$ cat src/rtl/sync_fifo_flagged_if.sv
// sync_fifo_flagged_if
//   Bundles the producer/consumer side of sync_fifo_flagged into one interface.
//   master : the user of the FIFO (drives w_en/data_in/r_en/clr_err)
//   slave  : the FIFO itself (drives data_out, occupancy and status flags)
// Signals
//   w_en, data_in        write request and data
//   r_en                 read request (FWFT: pop/acknowledge)
//   data_out             read data
//   full, empty          occupancy extremes
//   almost_full/_empty   threshold flags
//   count                occupancy, 0..DEPTH
//   clr_err              synchronous clear of the sticky error flags
//   overflow, underflow  sticky error flags
interface sync_fifo_flagged_if #(
    parameter int WIDTH = 8,
    parameter int DEPTH = 16
);
    logic                     w_en;
    logic [WIDTH-1:0]         data_in;
    logic                     r_en;
    logic [WIDTH-1:0]         data_out;
    logic                     full;
    logic                     empty;
    logic                     almost_full;
    logic                     almost_empty;
    logic [$clog2(DEPTH):0]   count;
    logic                     clr_err;
    logic                     overflow;
    logic                     underflow;

    modport master (
        output w_en, data_in, r_en, clr_err,
        input  data_out, full, empty, almost_full, almost_empty, count,
               overflow, underflow
    );

    modport slave (
        input  w_en, data_in, r_en, clr_err,
        output data_out, full, empty, almost_full, almost_empty, count,
               overflow, underflow
    );
endinterface

$ cat src/rtl/sync_fifo_flagged.sv
// sync_fifo_flagged
//   Single-clock FIFO using pointers with one extra MSB, so all DEPTH slots are
//   usable. Provides a registered occupancy count, almost-full/almost-empty
//   thresholds and sticky overflow/underflow flags. FWFT selects registered
//   (1-cycle latency) or first-word-fall-through read data.
// Ports
//   clk   clock, rising edge
//   rst   asynchronous, active-high reset
//   bus   sync_fifo_flagged_if.slave (see interface for signal list)
module sync_fifo_flagged #(
    parameter int WIDTH    = 8,
    parameter int DEPTH    = 16,
    parameter int AF_LEVEL = 12,
    parameter int AE_LEVEL = 4,
    parameter bit FWFT     = 1'b0
) (
    input  logic               clk,
    input  logic               rst,
    sync_fifo_flagged_if.slave bus
);
    localparam int AW = $clog2(DEPTH);
    localparam int PW = AW + 1;

    logic [PW-1:0]    wr_ptr;
    logic [PW-1:0]    rd_ptr;
    logic [PW-1:0]    count_q;
    logic [WIDTH-1:0] mem [DEPTH];
    logic             overflow_q;
    logic             underflow_q;

    logic full_w;
    logic empty_w;
    logic rd_ok;
    logic wr_ok;

    assign empty_w = (wr_ptr == rd_ptr);
    assign full_w  = (wr_ptr[AW-1:0] == rd_ptr[AW-1:0]) && (wr_ptr[AW] != rd_ptr[AW]);

    // A full FIFO still takes a write when a read frees a slot in the same cycle.
    assign rd_ok = bus.r_en & ~empty_w;
    assign wr_ok = bus.w_en & (~full_w | rd_ok);

    always_ff @(posedge clk) begin
        if (wr_ok) begin
            mem[wr_ptr[AW-1:0]] <= bus.data_in;
        end
    end

    always_ff @(posedge clk or posedge rst) begin
        if (rst) begin
            wr_ptr      <= '0;
            rd_ptr      <= '0;
            count_q     <= '0;
            overflow_q  <= 1'b0;
            underflow_q <= 1'b0;
        end else begin
            if (wr_ok) wr_ptr <= wr_ptr + 1'b1;
            if (rd_ok) rd_ptr <= rd_ptr + 1'b1;

            case ({wr_ok, rd_ok})
                2'b10:   count_q <= count_q + 1'b1;
                2'b01:   count_q <= count_q - 1'b1;
                default: count_q <= count_q;
            endcase

            // A fresh error event takes priority over clr_err.
            if (bus.w_en && !wr_ok)  overflow_q <= 1'b1;
            else if (bus.clr_err)    overflow_q <= 1'b0;

            if (bus.r_en && empty_w) underflow_q <= 1'b1;
            else if (bus.clr_err)    underflow_q <= 1'b0;
        end
    end

    generate
        if (FWFT) begin : g_fwft
            // Head word is visible as soon as it is stored; forced to 0 when empty.
            assign bus.data_out = empty_w ? '0 : mem[rd_ptr[AW-1:0]];
        end else begin : g_reg
            logic [WIDTH-1:0] data_q;

            always_ff @(posedge clk or posedge rst) begin
                if (rst) begin
                    data_q <= '0;
                end else if (rd_ok) begin
                    data_q <= mem[rd_ptr[AW-1:0]];
                end
            end

            assign bus.data_out = data_q;
        end
    endgenerate

    assign bus.full         = full_w;
    assign bus.empty        = empty_w;
    assign bus.count        = count_q;
    assign bus.almost_full  = (count_q >= PW'(AF_LEVEL));
    assign bus.almost_empty = (count_q <= PW'(AE_LEVEL));
    assign bus.overflow     = overflow_q;
    assign bus.underflow    = underflow_q;
endmodule

$ cat src/flat_wrapper.sv
// flat-port wrapper written by rule: the top's interface ports become plain ports
module sync_fifo_flagged_flat 
#(
    parameter int WIDTH    = 8,
    parameter int DEPTH    = 16,
    parameter int AF_LEVEL = 12,
    parameter int AE_LEVEL = 4,
    parameter bit FWFT     = 1'b0
)
  (clk, rst, bus_w_en, bus_data_in, bus_r_en, bus_clr_err, bus_data_out, bus_full, bus_empty, bus_almost_full, bus_almost_empty, bus_count, bus_overflow, bus_underflow);
  sync_fifo_flagged_if #(.WIDTH(WIDTH), .DEPTH(DEPTH)) bus_i ();
  input  logic clk;
  input  logic rst;
  input wire logic [$bits(bus_i.w_en)-1:0] bus_w_en;
  input wire logic [$bits(bus_i.data_in)-1:0] bus_data_in;
  input wire logic [$bits(bus_i.r_en)-1:0] bus_r_en;
  input wire logic [$bits(bus_i.clr_err)-1:0] bus_clr_err;
  output wire logic [$bits(bus_i.data_out)-1:0] bus_data_out;
  output wire logic [$bits(bus_i.full)-1:0] bus_full;
  output wire logic [$bits(bus_i.empty)-1:0] bus_empty;
  output wire logic [$bits(bus_i.almost_full)-1:0] bus_almost_full;
  output wire logic [$bits(bus_i.almost_empty)-1:0] bus_almost_empty;
  output wire logic [$bits(bus_i.count)-1:0] bus_count;
  output wire logic [$bits(bus_i.overflow)-1:0] bus_overflow;
  output wire logic [$bits(bus_i.underflow)-1:0] bus_underflow;
  assign bus_i.w_en = bus_w_en;
  assign bus_i.data_in = bus_data_in;
  assign bus_i.r_en = bus_r_en;
  assign bus_i.clr_err = bus_clr_err;
  assign bus_data_out = bus_i.data_out;
  assign bus_full = bus_i.full;
  assign bus_empty = bus_i.empty;
  assign bus_almost_full = bus_i.almost_full;
  assign bus_almost_empty = bus_i.almost_empty;
  assign bus_count = bus_i.count;
  assign bus_overflow = bus_i.overflow;
  assign bus_underflow = bus_i.underflow;
  sync_fifo_flagged #(.WIDTH(WIDTH), .DEPTH(DEPTH), .AF_LEVEL(AF_LEVEL), .AE_LEVEL(AE_LEVEL), .FWFT(FWFT)) u_core (.clk(clk), .rst(rst), .bus(bus_i));
endmodule
$ cat config.mk
export PLATFORM = sky130hd
export DESIGN_NAME = sync_fifo_flagged_flat
export DESIGN_NICKNAME = d
export VERILOG_FILES = /design/src/rtl/sync_fifo_flagged_if.sv /design/src/rtl/sync_fifo_flagged.sv /design/src/flat_wrapper.sv
export SDC_FILE = /design/constraint.sdc
export NUM_CORES = 1
export LEC_CHECK = 0
export ABC_AREA = 1
export CAP_MARGIN = 5
export CORE_MARGIN = 4
export CORE_UTILIZATION = 60
export CTS_CLUSTER_DIAMETER = 60
export DETAILED_ROUTE_END_ITERATION = 7
export GPL_TIMING_DRIVEN = 1
export PLACE_DENSITY = 0.79
export SYNTH_ARGS = -nofsm -noshare
export SYNTH_HDL_FRONTEND = slang
export SYNTH_SLANG_ARGS = --single-unit
$ cat constraint.sdc
create_clock -name clk -period 2.56 [get_ports clk]
set_input_delay 0.768 -clock clk [delete_from_list [all_inputs] [get_ports clk]]
set_output_delay 0.768 -clock clk [all_outputs]
set_load 0.02 [all_outputs]
==> results.md <==
- R2R Setup Slk: between 0.2 and 0.3 ns
- Wire per inst: 16.1 um
- Die ar.: 0.0135 sq mm
- Vias: 5,042
- Number of global-route vias before repair: 5,139
- Row cnt: 39
- Slew Viols, Final: 0
- DR DRC count: 0
- Worst path cell trace: xor2_1 > nor2_2 > nand2_1 > nor2_1 > clkdlybuf4s15_2
- Worst skew pair latency: 0.41 ns
- Fillers: 747
- Fmax achieved: a little over 400 MHz
- Antenna cell count: 0
- Slew @ Worst Pin: 0.791 ns
- Sequential share of the synthesized area: 63.4%
- First-pass GRT wire length: 25,200 um
- Ports: 32
- Largest net degree at the start of global routing: 66
- Pwr dens: ~1100 mW/mm^2
- Placed wire-length estimate: roughly 9700 um
- Overflow after GRT: 0
- Gpl congestion: 0.884
- Clk pin slew, worst setup/hold paths: 0.06 ns
- Design Power: 9.19 mW
- Post-CTS Setup Bufs: 0
- Vias per inst: between 5 and 6
- Dpl ws: -0.173 ns
- Area growth syn-to-layout: 16.9%
- DRT iter0 DRCs: roughly 560
- Drt first pass iters: 5
- Post-Route WL: 15,500 um
- Cells after Synth: 749
- Slew HR: between 40% and 50%
- Worst Clk Skew: 0.00581 ns
- I/O Buffers: 31
- WHS: approximately 0.48 ns
- Share of layout cells above drive strength 1: 9.07%
- Net count, final: between 800 and 900
- Critical Path Slowest Stage Cell: dfrtp_1
- CTS H-Tree Depth: 4
- WS Path Type: flip-flop to output port
- Leakage: 3.82 nW
- Yosys reg bits: 153
- Syn Area/Cell: 9.40 sq um
- Initial Util: 61.4%
- CTS max path bufs: 2
- Worst Slack Setup Final: 0.0940 ns
- Initial antenna violation count: 0
- HP Class: flip-flop to flip-flop
- Crit path largest cell delay: about 0.45 ns
- Final period util: 96.3%
- Yosys cell types: 23
- Max cap viols: 0
- Worst setup SP type: flip-flop
- Die Height: 116 um
- Status: complete, no violations
- Worst Path Arrival: 1.70 ns
- Critical path endpoint category: output port
- Fin crit period: around 2.5 ns
- Core area: approximately 0.011 sq mm
- Root Buffer: clkbuf_16
- Synth warnings: 0
- Worst path required time: 1.79 ns
- Post-DRT Antenna Nets: 0
- Syn nets: a little under 800
- Final Hold Vio Count: 0
- Post-synthesis cell area: 0.00704 sq mm
- CTS tree: built
- Final setup viols: 0
- CP max FO: 6
- Die W: 116 um
- Total GRT Usage: 25.1%
- Num CTS Buffers: 17
- CTS sink count: 153
- Worst vdd ir: 0.000901 V
-- where the power goes --
part           internal [mW]  switching, mW  total (mW)
Clock                   1.50          0.902        2.40
Combinational           1.22           2.28        3.50
Sequential              3.07          0.224        3.29
Total                   5.78           3.41        9.19
-- cells by family (layout without fill, tap and decap cells) --
| family | Yosys count | in the layout | synth area share [%] |
|---|---|---|---|
| buffers and inverters | 169 | 236 | 9.45 |
| flip-flops | 153 | 153 | 63.4 |
| AND/OR/NAND/NOR | 393 | 393 | 22.8 |
| adder cells (fa/ha/maj) | 10 | 10 | 1.88 |
| XOR/XNOR | 13 | 13 | 1.62 |
| AO/OA/AOI/OAI | 11 | 11 | 0.835 |
-- routing by layer --
metal	global-route usage (%)	up-vias	routed length, um	part of all wire [%]
met5	0	-	0	0
met1	32.1	2337	6120	40
met4	10.5	0	359	2.3
met2	41.5	225	7750	50
li1	-	2451	-	-
met3	5.65	29	1250	8.1
-- per-stage QoR --
step / util (%) / instance area (sq um) / std cells / setup TNS (ns)
after floorplan: - / 7040 / 749 / 0
after global placement: 66.8 / 7660 / 930 / -0.145
after detailed placement: 66.8 / 7660 / 930 / -0.356
after CTS: 71.7 / 8220 / 959 / 0
after global routing: 71.8 / 8240 / 959 / -0.0275
final: 71.8 / 8240 / 959 / 0
-- layout make-up --
cell class	instances	area, sq um	area share (%)
clock buffers	18	429	5.21
flip-flops and latches	153	4470	54.3
well taps	143	179	2.17
repair buffers	66	574	6.97
inverters	141	529	6.43
multi-input cells	427	1920	23.3
clock inverters	11	133	1.61
-- worst paths after layout --
check / start / to / cells after the start
setup / recovery: u_core.wr_ptr[3] / bus_full / 5
hold / removal: u_core.bus.data_out[2] / u_core.bus.data_out[2] / 2
setup reg to reg: u_core.wr_ptr[3] / u_core.bus.count[4] / 12
hold reg to reg: u_core.bus.data_out[2] / u_core.bus.data_out[2] / 2
max in group asynchronous: rst / u_core.wr_ptr[0] / 3
min in group asynchronous: rst / u_core.bus.data_out[4] / 3
-- synthesized netlist by cell type --
master      n  area, sq um
clkinv_1    2         7.51
o21bai_1    1         7.51
o22ai_1     1         6.26
buf_1       3         11.3
edfxtp_1  128         3840
nor2_1     23         86.3
a21oi_1     3         15.0
xor2_1      7         61.3
inv_2       3         11.3
fa_1        1         20.0
nor2_2      2         12.5
o21ai_0     6         30.0
buf_4       4         30.0
nand2_2     1         6.26
inv_1     136          510
nand2_1   276         1040
nand3_1    90          450
ha_1        9          113
nand4_2     1         12.5
xnor2_1     6         52.6
buf_2      13         65.1
clkbuf_1    8         30.0
dfrtp_1    25          626
-- state kept, by name, summed over array words and instances, names as in the netlist --
| register | count |
|---|---|
| u_core.mem | 128 |
| u_core.bus.data_out | 8 |
| u_core.bus.count | 5 |
| u_core.rd_ptr | 5 |
| u_core.wr_ptr | 5 |
| u_core.bus.overflow | 1 |
| u_core.bus.underflow | 1 |
-- cell usage in the layout, fill, tap and decap left out --
cell / netlist / final
nand2_1: 276 / 276
inv_1: 136 / 136
edfxtp_1: 128 / 128
nand3_1: 90 / 89
buf_4: 4 / 35
clkdlybuf4s50_1: 0 / 28
nor2_1: 23 / 23
dfrtp_1: 25 / 22
clkbuf_16: 0 / 17
ha_1: 9 / 9
xor2_1: 7 / 7
xnor2_1: 6 / 6
o21ai_0: 6 / 6
clkinv_1: 2 / 4
clkinv_2: 0 / 4
a21oi_1: 3 / 3
inv_2: 3 / 3
bufinv_16: 0 / 3
dfrtp_2: 0 / 3
clkinvlp_4: 0 / 2
clkdlybuf4s15_2: 0 / 2
nor2_2: 2 / 1
nor2_4: 0 / 1
nand3_2: 0 / 1
nand2_2: 1 / 1
nand4_2: 1 / 1
o21bai_1: 1 / 1
o22ai_1: 1 / 1
fa_1: 1 / 1
clkbuf_1: 8 / 1
dlygate4sd2_1: 0 / 1
-- worst max-delay path, delay by kind of cell, from the launching register on --
family,cells,cell delay (ns)
buffers and inverters,1,0.28
DFF,1,0.45
xor gates and xnor gates,1,0.18
and+or+nand+nor,3,0.38
-- timing repair --
| action | 4_1_cts | 5_1_grt |
|---|---|---|
| setup endpoints to repair | 3 | 4 |
| gates resized for setup | 7 | 4 |
| hold buffers | 0 | 0 |
| pin swaps | 0 | 0 |
Power figures use the tool's default switching activity.
